## src/rtl/xbar_cfg_pkg.sv

```systemverilog
// Shared constants and FSM state type for the crossbar configuration loader.
// Latency: none (declarations only).
// Backpressure: not applicable.
package xbar_cfg_pkg;

    localparam int N_INPUTS   = 17;
    localparam int N_OUTPUTS  = 20;
    localparam int SEL_WIDTH  = 5;
    localparam int BEAT_WIDTH = 8;
    localparam int TOTAL      = N_OUTPUTS * SEL_WIDTH;
    localparam int BEATS      = (TOTAL + BEAT_WIDTH - 1) / BEAT_WIDTH;
    localparam int CNT_WIDTH  = $clog2(BEATS + 1);

    typedef enum logic [1:0] {
        IDLE   = 2'd0,
        LOAD   = 2'd1,
        CHECK  = 2'd2,
        COMMIT = 2'd3
    } state_t;

endpackage

```

## src/rtl/xbar_cfg_range_check.sv

```systemverilog
// Flags a configuration image containing any select field that names a nonexistent input.
// Latency: purely combinational.
// Backpressure: not applicable.
module xbar_cfg_range_check
    import xbar_cfg_pkg::*;
(
    input  logic [TOTAL-1:0] cfg,
    output logic             illegal
);

    // Fields are SEL_WIDTH wide; the limit is truncated to that width so the compare is width-matched.
    // If N_INPUTS covers every encodable value, nothing can be illegal.
    localparam logic [SEL_WIDTH-1:0] LIMIT    = SEL_WIDTH'(N_INPUTS);
    localparam bit                   CHECK_ON = (N_INPUTS < (1 << SEL_WIDTH));

    // OR-reduce the per-field out-of-range compare.
    always_comb begin
        illegal = 1'b0;
        for (int i = 0; i < N_OUTPUTS; i++) begin
            if (CHECK_ON && (cfg[i*SEL_WIDTH +: SEL_WIDTH] >= LIMIT)) begin
                illegal = 1'b1;
            end
        end
    end

endmodule

```

## src/rtl/xbar_cfg_loader.sv

```systemverilog
// Streams configuration beats into a shadow image, range-checks it, then commits it atomically to the crossbar.
// Latency: last beat accepted at E0 -> new io_mux_configs and io_cfg_done visible after E0+2.
// Backpressure: io_cfg_ready is high only in LOAD (registered from state); beats stall indefinitely on valid gaps.
module xbar_cfg_loader
    import xbar_cfg_pkg::*;
(
    input  logic                  clk,
    input  logic                  reset,
    input  logic                  io_cfg_start,
    input  logic                  io_cfg_valid,
    output logic                  io_cfg_ready,
    input  logic [BEAT_WIDTH-1:0] io_cfg_data,
    output logic                  io_cfg_busy,
    output logic                  io_cfg_done,
    output logic                  io_cfg_error,
    output logic [TOTAL-1:0]      io_mux_configs
);

    localparam logic [CNT_WIDTH-1:0] LAST_BEAT = CNT_WIDTH'(BEATS - 1);

    state_t                 state;
    logic [CNT_WIDTH-1:0]   beat_cnt;
    logic [TOTAL-1:0]       shadow;
    logic [TOTAL-1:0]       shadow_nxt;
    logic                   pend_err;
    logic                   illegal;
    logic                   accept;

    // ready is only ever high in LOAD, so this is a LOAD-state handshake.
    assign accept = io_cfg_valid & io_cfg_ready;

    // Shadow image with the current beat dropped into its slot; bits past TOTAL in the last beat fall away.
    always_comb begin
        shadow_nxt = shadow;
        for (int j = 0; j < TOTAL; j++) begin
            if (beat_cnt == CNT_WIDTH'(j / BEAT_WIDTH)) begin
                shadow_nxt[j] = io_cfg_data[j % BEAT_WIDTH];
            end
        end
    end

    xbar_cfg_range_check u_range_check (
        .cfg     (shadow),
        .illegal (illegal)
    );

    // Loader FSM with registered ready/busy/done/error and the shadow/active configuration registers.
    always_ff @(posedge clk) begin
        if (reset) begin
            state          <= IDLE;
            beat_cnt       <= '0;
            shadow         <= '0;
            pend_err       <= 1'b0;
            io_cfg_ready   <= 1'b0;
            io_cfg_busy    <= 1'b0;
            io_cfg_done    <= 1'b0;
            io_cfg_error   <= 1'b0;
            io_mux_configs <= '0;
        end else begin
            io_cfg_done <= 1'b0;
            case (state)
                IDLE: begin
                    if (io_cfg_start) begin
                        state        <= LOAD;
                        beat_cnt     <= '0;
                        io_cfg_error <= 1'b0;
                        io_cfg_ready <= 1'b1;
                        io_cfg_busy  <= 1'b1;
                    end
                end
                LOAD: begin
                    // A restart wins over a coincident beat; stale shadow bits get overwritten by the new load.
                    if (io_cfg_start) begin
                        beat_cnt <= '0;
                    end else if (accept) begin
                        shadow   <= shadow_nxt;
                        beat_cnt <= beat_cnt + 1'b1;
                        if (beat_cnt == LAST_BEAT) begin
                            state        <= CHECK;
                            io_cfg_ready <= 1'b0;
                        end
                    end
                end
                CHECK: begin
                    pend_err <= illegal;
                    state    <= COMMIT;
                end
                COMMIT: begin
                    if (pend_err) begin
                        io_cfg_error <= 1'b1;
                    end else begin
                        io_mux_configs <= shadow;
                    end
                    state       <= IDLE;
                    io_cfg_busy <= 1'b0;
                    io_cfg_done <= 1'b1;
                end
                default: begin
                    state        <= IDLE;
                    io_cfg_ready <= 1'b0;
                    io_cfg_busy  <= 1'b0;
                end
            endcase
        end
    end

endmodule
```

## config.mk

```make
export PLATFORM = sky130hd
export DESIGN_NAME = xbar_cfg_loader
export DESIGN_NICKNAME = d
export VERILOG_FILES = /design/src/rtl/xbar_cfg_pkg.sv /design/src/rtl/xbar_cfg_range_check.sv /design/src/rtl/xbar_cfg_loader.sv
export SDC_FILE = /design/constraint.sdc
export NUM_CORES = 1
export LEC_CHECK = 0
export BUFFER_PORTS_ARGS = -buffer_cell sky130_fd_sc_hd__buf_4
export CAP_MARGIN = 20
export CELL_PAD_IN_SITES_DETAIL_PLACEMENT = 0
export CELL_PAD_IN_SITES_GLOBAL_PLACEMENT = 1
export CORE_MARGIN = 5
export CORE_UTILIZATION = 46
export DETAILED_ROUTE_END_ITERATION = 16
export GPL_ROUTABILITY_DRIVEN = 0
export PLACE_DENSITY = 0.89
export SYNTH_ARGS = -nofsm -noshare
export SYNTH_HDL_FRONTEND = slang
export SYNTH_HIERARCHICAL = 1
export SYNTH_SLANG_ARGS = --single-unit
```

## constraint.sdc

```tcl
create_clock -name clk -period 4.8 [get_ports clk]
set_clock_uncertainty 0.1 [all_clocks]
set_input_delay 1.2 -clock clk [delete_from_list [all_inputs] [get_ports clk]]
set_output_delay 1.2 -clock clk [all_outputs]
set_load 0.01 [all_outputs]
```

==> results of run 1 <==
-- area by class of cell --
cell class	instances	area, sq um	share of cell area [%]
sequential	211	4220	43.3
clock inverter	6	87.6	0.897
multi-input combinational	609	3540	36.3
tap	225	282	2.88
timing repair buffer	121	921	9.43
clock buffer	35	681	6.97
inverter	8	30.0	0.308
-- cells in the final DEF, fill, tap and decap left out, types with 2 or more instances in the layout --
master and instances:
a21oi_1 106, buf_4 120, bufinv_16 2, clkbuf_1 6, clkbuf_16 23, clkbuf_8 6, clkinv_2 2, dfxtp_1 211
ha_1 10, inv_1 7, mux2i_1 104, nand2_1 314, nand3_1 3, nand3_2 3, nand3_4 8, nand4_1 7
nor2_1 4, nor2b_1 5, nor3_1 3, o21ai_0 3, o41ai_1 19, o41ai_2 2
-- path summary, 6_finish.rpt --
| kind | to | slack, ns | cells after the start |
|---|---|---|---|
| setup / recovery | shadow[56]$_SDFFE_PP0P_ | 2.19 | 5 |
| hold / removal | io_mux_configs[70]$_SDFFE_PP0P_ | 0.35 | 2 |
| setup reg to reg | io_mux_configs[32]$_SDFFE_PP0P_ | 2.62 | 5 |
| hold reg to reg | io_mux_configs[70]$_SDFFE_PP0P_ | 0.35 | 2 |
-- power by group through the flow --
stage | combinational, W | clock [W] | sequential (W)
6_report | 0.000259 | 0.00177 | 0.00178
3_5_place_dp | 0.000257 | 0 | 0.00182
3_3_place_gp | 0.000253 | 0 | 0.00182
2_1_floorplan | 0.000194 | 0 | 0.00182
5_1_grt | 0.000286 | 0.00190 | 0.00178
4_1_cts | 0.000258 | 0.00181 | 0.00178
-- cells by family after synthesis --
logic type	count (synthesis)	share of synthesized area (%)
and+or+nand+nor	358	19.2
DFF	211	52.4
AOI/OAI and AO/OA	137	10.0
muxes	104	12.9
buffers and inverters	69	3.82
adders and majority gates	10	1.55
-- through the flow --
stage	hold WS, ns	cells	worst slack (ns)	total power [W]
floorplan	0.345	889	2.56	0.00201
global placement	0.343	1173	1.71	0.00207
detailed placement	0.348	1173	1.67	0.00208
CTS	0.356	1214	2.16	0.00384
global route	0.375	1215	2.01	0.00397
finish	0.353	1215	2.19	0.00381
-- layer usage --
metal | share of wire [%] | global-route usage [%] | vias to the layer above
met2 | 47 | 30.9 | 127
met1 | 46 | 26.0 | 2905
met4 | 1.9 | 4.55 | 0
met5 | 0 | 0 | -
met3 | 5.4 | 3.70 | 28
li1 | - | - | 3164
-- state kept, by name, summed over array words and instances, names as in the netlist --
register and cells:
pend_err 1, io_cfg_done 1, io_cfg_busy 1, io_mux_configs 100, beat_cnt 4, io_cfg_error 1, io_cfg_ready 1, state 2
shadow 100
-- worst min-delay path: stages, from the launching register on --
cell	delay (ns)
dfxtp_1	0.31
nand2_1	0.05
a21oi_1	0.05
==> metrics.md, run 1 <==
| Metric | Value |
|---|---|
| Worst Max-Slew Pin Slew | ~0.93 ns |
| CP most frequent cell | buf_4 |
| CP cell instances | buf_4 -> inv_2 -> buf_4 -> nand2_1 -> mux2i_1 |
| Fillers | around 1600 |
| Post-Syn Nets | slightly above 900 |
| Synth Cell Area | 0.00806 sq mm |
| Final Core Density | 56.6% |
| H-tree levels | 1 |
| Worst-path clk slew | approximately 0.06 ns |
| CP max-delay cell | buf_4 |
| Post-route minimum period | between 2 and 3 ns |
| Dpl hpwl | 12600 microns |
| Synth Instances | between 800 and 900 |
| Sequential area share after synthesis | between 50% and 60% |
| Ranking of synthesized cells by area | dfxtp_1 (52%), nand2_1 (15%), mux2i_1 (13%) |
| Worst EP required | between 5 and 6 ns |
| Main synth FF type | dfxtp_1 |
| First-pass GRT wire length | about 31000 microns |
| Congestion Overflow GR | 0 |
| Number of synthesized flops with an enable pin | 0 |
| Final WL | between 15000 and 20000 microns |
| Largest net degree at the start of global routing | 101 |
| Top cell type's share of synthesized area | a little over half |
| Clock power share | ~47% |
| WL per Instance | between 15 and 20 microns |
| Comb power frac | under 10% |
| Area leader, netlist | dfxtp_1 |
| Async set-reset flop share out of synthesis | 0% |
| Cell internal pwr | just under 0.003 W |
| Fin area | about 0.0098 sq mm |
| Most common cell in the netlist | nand2_1 |
| Number of global-route vias before repair | roughly 6000 |
| Critical Path Max Stage Delay | around 0.5 ns |
| IO buf count | around 120 |
| GRT Util Overall | approximately a fifth |
| Worst slew margin | a little under two fifths |
| # Max-Cap Violations | 0 |
| Setup TNS | 0 ns |
| WP data arrival | 2.93 ns |
| P&R area growth vs syn | 21.2% |
| Critical Path Fanout Max | between 50 and 60 |
| # DRC | 0 |
| Share of cells above drive strength 1 | ~18% |
| Net count, final | approximately 1000 |
| Num Clock Sinks | roughly 210 |
| Yosys cell types | 38 |
| Sw Pwr | approximately 0.00088 W |
| Post-CTS resize count | 0 |
| Clock Latency Late Sink | 0.51 ns |
| Fmax achieved | roughly 380 MHz |
| Slew Limit Fails | 0 |
| # IOs | 116 |
| Die span in x | 142 microns |
| Mean Syn Cell Area | between 9 and 10 sq um |
| Antenna cell count | 0 |
| CTS Buffer Depth | 3 |
| Initial antenna violation count | 0 |
| Placement-stage cell area | 0.00898 sq mm |
| DR vias/cell | 5.12 |
| Synth top cells by count | nand2_1 (314), dfxtp_1 (211), a21oi_1 (106) |
| Die ar. | 0.0203 sq mm |
| Initial Utilization | a little under half |
| Total CTS buffers | 23 |
| Switching part of the total power | around 23% |
| Clk root buf | clkbuf_16 |
| Fin crit share | a little over half |
| Critical path launch point | reset |
| Status | finished, final reports clean |
| Via count | around 6200 |
| FP Rows | 48 |
| Flops & latches, synth | roughly 210 |
| Crit start category | primary input |
| Reg power frac | a little under half |
| Hold WC Path Type | reg2reg |
| First-pass DRT Iterations | 5 |
| Crit Path Class | in2reg |
| DR iter-0 viols | ~280 |
| Worst reg2reg path startpoint | state[0]$_SDFFE_PP0P_ |
| CP bufs+invs | 3 |
| Hold Startpoint | io_mux_configs[70]$_SDFFE_PP0P_ |
| Final Hold Viols | 0 |
| Post-CTS Setup Inserts | 0 |
| Synth warnings | 6 |
| Hold_buf cts | 0 |
| RSZ-0062 raised after global routing | false |
| Placeable Area | ~0.017 sq mm |
| CTS tree | done |
| Leak | approximately 4.2 nW |
| Die height | 142 microns |
| Max VDD drop | 241 uV |
| Final ANT Viol Nets | 0 |
| CP endpoint kind | flip-flop |
| CP top delay family | buffers and inverters |
| PwrDens | around 390 mW/mm^2 |
| Setup-failing EPs final | 0 |
(Power assumes the default switching activity.)
==> inputs of run 2 (changes only) <==
Settings changed: CORE_UTILIZATION 46 to 39, PLACE_DENSITY 0.89 to 0.8.
Clock period 4.8 ns to 2.1 ns, I/O delays scaled along.
==> run 2 against run 1 <==
Compared with the run above:
- clock power increased by 110%
- clock-buffer cell count decreased by 4
- via count increased by 2.7%
- worst hold slack got worse by 0.077 ns
- sequential share of layout area decreased by 1.0 points
- critical path depth increased by 1
- global-route usage decreased by 2.2 points
- die area increased by 17%
- worst setup slack got worse by 2.0 ns
- total power increased by 120%
- sequential power increased by 130%
- largest cell class unchanged
==> metrics.md, run 2 (same netlist as run 1, synthesis figures left out) <==
| Metric | Value |
|---|---|
| Congestion Overflow GR | 0 (unchanged) |
| Max VDD drop | 570 uV (+140%) |
| Net count, final | 1023 (+2.7%) |
| # DRC | 0 (unchanged) |
| WL per Instance | 15.9 microns (-0.72%) |
| Critical Path Fanout Max | 8 (-84%) |
| GRT Util Overall | 16.7% (-2.2 points) |
| # Max-Cap Violations | 0 (unchanged) |
| Power Total | 0.00850 W (+120%) |
| Hold_buf cts | 0 (unchanged) |
| Setup WS pre-CTS | 0.192 ns (-1.47 ns) |
| Worst reg2reg path startpoint | state[1]$_SDFFE_PP0P_ |
| P&R area growth vs syn | 24.1% |
| WP data arrival | 2.18 ns (-0.75 ns) |
| Total CTS buffers | 23 (unchanged) |
| Worst EP required | 2.37 ns (-2.75 ns) |
| Largest net degree at the start of global routing | 68 (-33%) |
| RSZ-0062 raised after global routing | false |
| Antenna cell count | 0 (unchanged) |
| Die span in x | 154 microns (+8.0%) |
| IO buf count | 115 (unchanged) |
| Final ANT Viol Nets | 0 (unchanged) |
| Setup ws final | 0.189 ns (-2.00 ns) |
| Placeable Area | 0.0203 sq mm (+18%) |
| Initial antenna violation count | 0 (unchanged) |
| Fin area | 0.00999 sq mm (+2.4%) |
| Clock Latency Late Sink | 0.49 ns (-0.02 ns) |
| Setup crit end | shadow[77]$_SDFFE_PP0P_ |
| Slew Limit Fails | 0 (unchanged) |
| Worst-path clk slew | 0.06 ns (about the same) |
| Post-CTS Setup Inserts | 0 (unchanged) |
| Final Hold Viols | 0 (unchanged) |
| CTS Buffer Depth | 3 (unchanged) |
| Die ar. | 0.0236 sq mm (+17%) |
| Post-route minimum period | between 1.5 and 2 ns |
| Clk root buf | clkbuf_16 |
| Initial Utilization | 39.7% (-7.1 points) |
| Die height | 154 microns (+8.0%) |
| DR vias/cell | 4.97 (-3.1%) |
| Critical path launch point | state[1]$_SDFFE_PP0P_ |
| Crit start category | flip-flop |
| Fin crit share | between 90% and 100% |
| Most frequent cells in the layout | nand2_1 (314), dfxtp_1 (211), buf_4 (144) |
| First-pass DRT Iterations | 4 (-1) |
| Hold WC Path Type | in2reg |
| Final Core Density | 49.2% (-7.4 points) |
| DR iter-0 viols | 337 (+19%) |
| FP Rows | 52 (+8.3%) |
| CP endpoint kind | flip-flop |
| CTS tree | done |
| Status | finished, final reports clean |
| Worst slew margin | 61.1% (+23 points) |
| R2R Path End | shadow[77]$_SDFFE_PP0P_ |
| PwrDens | 850 mW/mm^2 (+120%) |
| Leak | 4.28 nW (+2.4%) |
| Placement-stage cell area | 0.00929 sq mm (+3.5%) |
| Number of global-route vias before repair | 6207 (+3.4%) |
| Fmax achieved | approximately 520 MHz |
| Most common cell after layout, fill and taps aside | nand2_1 |
| Setup TNS | 0 ns (unchanged) |
| Num Clock Sinks | 211 (unchanged) |
| Top Registers | io_mux_configs: 100 flops, shadow: 100 flops, beat_cnt: 4 flops |
| Dpl hpwl | 13800 microns (+9.4%) |
| Fillers | 1970 (+26%) |
| Post-CTS resize count | 0 (unchanged) |
| First-pass GRT wire length | 32900 microns (+4.6%) |
| R2R setup slack | 0.19 ns (-2.43 ns) |
| Hold Path Depth | 3 (+1) |
| Via count | 6391 (+2.7%) |
| H-tree levels | 1 (unchanged) |
| Setup-failing EPs final | 0 (unchanged) |
| Crit Path Class | reg2reg |
| R2R depth | 6 (+1) |
| Final WL | 20500 microns (+5.2%) |
| Worst Max-Slew Pin Slew | 0.576 ns (-0.356 ns) |
| Share of cells above drive strength 1 | 19.7% (+2.1 points) |
| # IOs | 116 (unchanged) |
## run 2: changes by cell type in the layout (fill, tap and decap cells not counted), sizes merged
cell and delta:
clkbuf -4, inv -1, bufinv -1, buf +27
clkinvlp +3, clkinv +3
## run 2: metal layers
metal  track usage (%)  vias to the layer above  part of all wire (%)
met5                 0                        -                     0
met1              22.6                     3001                    46
met3              3.26                       41                   5.0
li1                  -                     3212                     -
met4              5.05                        0                   3.0
met2              27.3                      137                    46
## run 2: worst min path at each step
stage	startpoint	to	slack (ns)
after detailed placement	io_mux_configs[89]$_SDFFE_PP0P_	io_mux_configs[89]$_SDFFE_PP0P_	0.35
after floorplan	shadow[0]$_SDFFE_PP0P_	io_mux_configs[0]$_SDFFE_PP0P_	0.35
after CTS	reset	beat_cnt[3]$_SDFFE_PP0P_	0.26
after global routing	reset	beat_cnt[3]$_SDFFE_PP0P_	0.28
after global placement	io_mux_configs[86]$_SDFFE_PP0P_	io_mux_configs[86]$_SDFFE_PP0P_	0.34
final	reset	beat_cnt[3]$_SDFFE_PP0P_	0.28
## run 2: stage by stage
stage / instances / hold slack [ns]
after global routing: 1287 / 0.283
after global placement: 1246 / 0.344
after CTS: 1287 / 0.259
final: 1287 / 0.276
after floorplan: 889 / 0.345
after detailed placement: 1246 / 0.348
## run 2: cell type report
type | count | area (sq um) | area share [%]
clock buffer | 31 | 616 | 6.16
clock inverter | 10 | 86.3 | 0.864
tap | 270 | 338 | 3.38
timing repair buffer | 148 | 1160 | 11.6
inverter | 8 | 30.0 | 0.300
multi-input combinational | 609 | 3540 | 35.4
sequential | 211 | 4220 | 42.3
## run 2: report_power, final
| group | switching (W) | total, W | internal, W |
|---|---|---|---|
| combinational | 0.000425 | 0.000644 | 0.000219 |
| sequential | 0.0000370 | 0.00407 | 0.00403 |
| clock | 0.00160 | 0.00378 | 0.00219 |
## run 2: worst max-delay path, stage by stage, from the launching register on
cell and delay [ns]:
dfxtp_1 0.34, inv_1 0.13, ha_1 0.25, and4b_1 0.32, buf_4 0.19, nand3_2 0.26
mux2i_1 0.20
==> inputs of run 3 (changes only) <==
Settings changed: ABC_AREA set to 1, CAP_MARGIN 20 to 40, CORE_UTILIZATION 39 to 37.
==> run 3 against run 2 <==
Compared with the run above:
- critical endpoint is now shadow[67]$_SDFFE_PP0P_
- highest routed layer unchanged
- non-clock buffer count decreased by 12
- global-route usage increased by 1.2 points
- worst hold slack improved by 0.028 ns
- critical path depth increased by 2
- largest cell class unchanged
- fmax increased by 0.54%
==> metrics.md, run 3 <==
| Metric | Value |
|---|---|
| # Max-Cap Violations | 0 (unchanged) |
| Flops & latches, synth | 211 (unchanged) |
| Setup-failing EPs final | 0 (unchanged) |
| CP endpoint kind | flip-flop |
| Clk root buf | clkbuf_16 |
| WP data arrival | 2.23 ns (+0.05 ns) |
| Top cell type's share of synthesized area | 52.0% (-0.40 points) |
| Area leader, netlist | dfxtp_1 |
| Net count, final | 1211 (+18%) |
| FP Rows | 54 (+3.8%) |
| Post-Layout Cell Count | 1485 (+15%) |
| First-pass GRT wire length | 36800 microns (+12%) |
| # IOs | 116 (unchanged) |
| Worst EP required | 2.43 ns (+0.06 ns) |
| Fillers | 2243 (+14%) |
| Number of global-route vias before repair | 7044 (+13%) |
| Mean Syn Cell Area | 7.43 sq um (-18%) |
| CP max-delay cell | dfxtp_1 |
| Ranking of synthesized cells by area | dfxtp_1 (52%), nor2_1 (18%), o21ai_0 (10%) |
| Leak | 4.60 nW (+7.3%) |
| Fin crit share | 90.5% (-0.49 points) |
| Initial antenna violation count | 0 (unchanged) |
| Die ar. | 0.0250 sq mm (+5.8%) |
| CP cell instances | inv_1 -> ha_1 -> nand2_1 -> nor2_2 -> nand2_1 -> inv_2 -> nor2_1 -> nor2_1 |
| Crit Path Class | reg2reg |
| Largest net degree at the start of global routing | 71 (+4.4%) |
| R2R depth | 8 (+2) |
| Post-CTS Setup Inserts | 0 (unchanged) |
| Final Core Density | 46.3% (-2.9 points) |
| Fin area | 0.0100 sq mm (+0.53%) |
| Congestion Overflow GR | 0 (unchanged) |
| Status | finished, final reports clean |
| Critical Path Fanout Max | 9 (+1) |
| Num Clock Sinks | 211 (unchanged) |
| Clock Latency Late Sink | 0.50 ns (about the same) |
| Placement-stage cell area | 0.00928 sq mm (-0.15%) |
| Crit start category | flip-flop |
| Die span in x | 158 microns (+2.9%) |
| Hold WC Path Type | in2reg |
| Total CTS buffers | 23 (unchanged) |
| H-tree levels | 1 (unchanged) |
| Final WL | 22500 microns (+9.8%) |
| GRT Util Overall | 17.9% (+1.2 points) |
| Worst slew margin | 67.7% (+6.6 points) |
| Final ANT Viol Nets | 0 (unchanged) |
| Synth warnings | 6 (unchanged) |
| Most common cell in the netlist | nor2_1 |
| P&R area growth vs syn | 23.8% |
| Synth top cells by count | nor2_1 (399), dfxtp_1 (211), o21ai_0 (170) |
| Main synth FF type | dfxtp_1 |
| Hold_buf cts | 0 (unchanged) |
| Initial Utilization | 37.4% (-2.3 points) |
| # DRC | 0 (unchanged) |
| First-pass DRT Iterations | 5 (+1) |
| Synth Instances | 1093 (+23%) |
| Power Total | 0.0107 W (+26%) |
| Sequential area share after synthesis | 52.0% (-0.40 points) |
| CP bufs+invs | 2 (unchanged) |
| Top Registers | io_mux_configs: 100 flops, shadow: 100 flops, beat_cnt: 4 flops |
| Worst reg2reg path startpoint | state[1]$_SDFFE_PP0P_ |
| Die height | 158 microns (+2.9%) |
| WL per Instance | 15.2 microns (-4.8%) |
| Yosys cell types | 22 (-42%) |
| WHS Endpoint | io_cfg_busy$_SDFFE_PP0P_ |
| Placed cells | 1444 (+16%) |
| DR vias/cell | 4.85 (-2.4%) |
| Antenna cell count | 0 (unchanged) |
| Most frequent cells in the layout | nor2_1 (397), dfxtp_1 (211), o21ai_0 (170) |
| CTS Buffer Depth | 3 (unchanged) |
| Dpl hpwl | 14600 microns (+6.0%) |
| R2R Path End | shadow[67]$_SDFFE_PP0P_ |
| Post-route minimum period | 1.90 ns (-0.0102 ns) |
| Async set-reset flop share out of synthesis | 0% (unchanged) |
| Via count | 7200 (+13%) |
| Hold Startpoint | io_cfg_start |
| Hold Path Depth | 3 (unchanged) |
| Worst-path clk slew | 0.06 ns (about the same) |
| Worst Max-Slew Pin Slew | 0.485 ns (-0.0913 ns) |
| Slew Limit Fails | 0 (unchanged) |
| DR iter-0 viols | 478 (+42%) |
| Synth Cell Area | 0.00812 sq mm (+0.76%) |
| CTS tree | done |
| Post-Syn Nets | 1115 (+22%) |
| CP top delay family | simple AND/OR/NAND/NOR gates |
| Most common cell after layout, fill and taps aside | nor2_1 |
| Number of synthesized flops with an enable pin | 0 (unchanged) |
| Critical Path Max Stage Delay | 0.33 ns (about the same) |
| RSZ-0062 raised after global routing | false |
| IO buf count | 115 (unchanged) |
| Fmax achieved | 526 MHz (+0.54%) |
| PwrDens | 1070 mW/mm^2 (+26%) |
| Final Hold Viols | 0 (unchanged) |
| Setup TNS | 0 ns (unchanged) |
| R2R setup slack | 0.20 ns (about the same) |
| Share of cells above drive strength 1 | 16.8% (-2.8 points) |
| Placeable Area | 0.0217 sq mm (+6.8%) |
| Max VDD drop | 572 uV (+0.36%) |
## run 3: cell count changes in the layout (fill, tap and decap cells not counted), moves of 10 or more
cell,previous run,this run
mux2i_1,104,0
inv_2,1,11
nand3_1,3,19
o21ai_0,3,170
buf_4,144,130
o41ai_1,19,0
nand2_1,314,110
nand4_1,7,30
nor2_1,4,397
a21oi_1,106,37
## run 3: tightest hold or removal path, cell delays in order
cell and delay [ns]:
buf_4 0.15, a21oi_1 0.12, nor3_1 0.06
## run 3: final cells by class
cell class                 instances  area [sq um]  area share (%)
tap                              280           350            3.49
inverter                          27           103            1.02
clock buffer                      33           693            6.90
multi-input combinational        790          3510            34.9
clock inverter                     8          72.6           0.722
sequential                       211          4220            42.0
timing repair buffer             136          1100            10.9
## run 3: cell families (layout without fill, tap and decap cells)
logic type | after synthesis | count (layout) | synth area share, %
AOI/OAI and AO/OA | 208 | 208 | 12.9
adders and majority gates | 10 | 10 | 1.54
buffers and inverters | 92 | 204 | 4.87
DFF | 211 | 211 | 52.0
and+or+nand+nor | 572 | 572 | 28.7
## run 3: layer usage
layer / wire [microns] / vias to the layer above / global-route usage [%]
met5: 0 / - / 0
met4: 310 / 0 / 3.66
met3: 1090 / 23 / 3.12
met2: 10600 / 134 / 29.7
met1: 10500 / 3310 / 24.8
li1: - / 3733 / -
## run 3: timing repair
item                       in CTS  in global routing
setup endpoints to repair       0                  8
resized for setup               0                  1
hold endpoints to repair        0                  0
## run 3: per-stage QoR
stage | worst slack [ns] | hold WS (ns)
3_5_place_dp | 0.117 | 0.356
5_1_grt | 0.0354 | 0.308
2_1_floorplan | 0.513 | 0.354
3_3_place_gp | 0.179 | 0.362
4_1_cts | 0.105 | 0.289
6_report | 0.200 | 0.304
## run 3: power breakdown
| group | switching, W | leakage (nW) | internal (W) |
|---|---|---|---|
| clock network | 0.00159 | 0.385 | 0.00241 |
| registers | 0.000245 | 1.71 | 0.00442 |
| logic | 0.00120 | 2.51 | 0.000855 |
| total | 0.00304 | 4.60 | 0.00769 |
## run 3: worst max-delay path by stage
| stage | from | end | slack (ns) | depth (start not counted) |
|---|---|---|---|---|
| 2_1_floorplan | state[1]$_SDFFE_PP0P_ | shadow[16]$_SDFFE_PP0P_ | 0.51 | 9 |
| 3_3_place_gp | io_cfg_start | shadow[67]$_SDFFE_PP0P_ | 0.18 | 8 |
| 3_5_place_dp | state[1]$_SDFFE_PP0P_ | shadow[67]$_SDFFE_PP0P_ | 0.12 | 8 |
| 4_1_cts | state[1]$_SDFFE_PP0P_ | shadow[67]$_SDFFE_PP0P_ | 0.11 | 8 |
| 5_1_grt | state[1]$_SDFFE_PP0P_ | shadow[67]$_SDFFE_PP0P_ | 0.04 | 7 |
| 6_report | state[1]$_SDFFE_PP0P_ | shadow[67]$_SDFFE_PP0P_ | 0.20 | 8 |
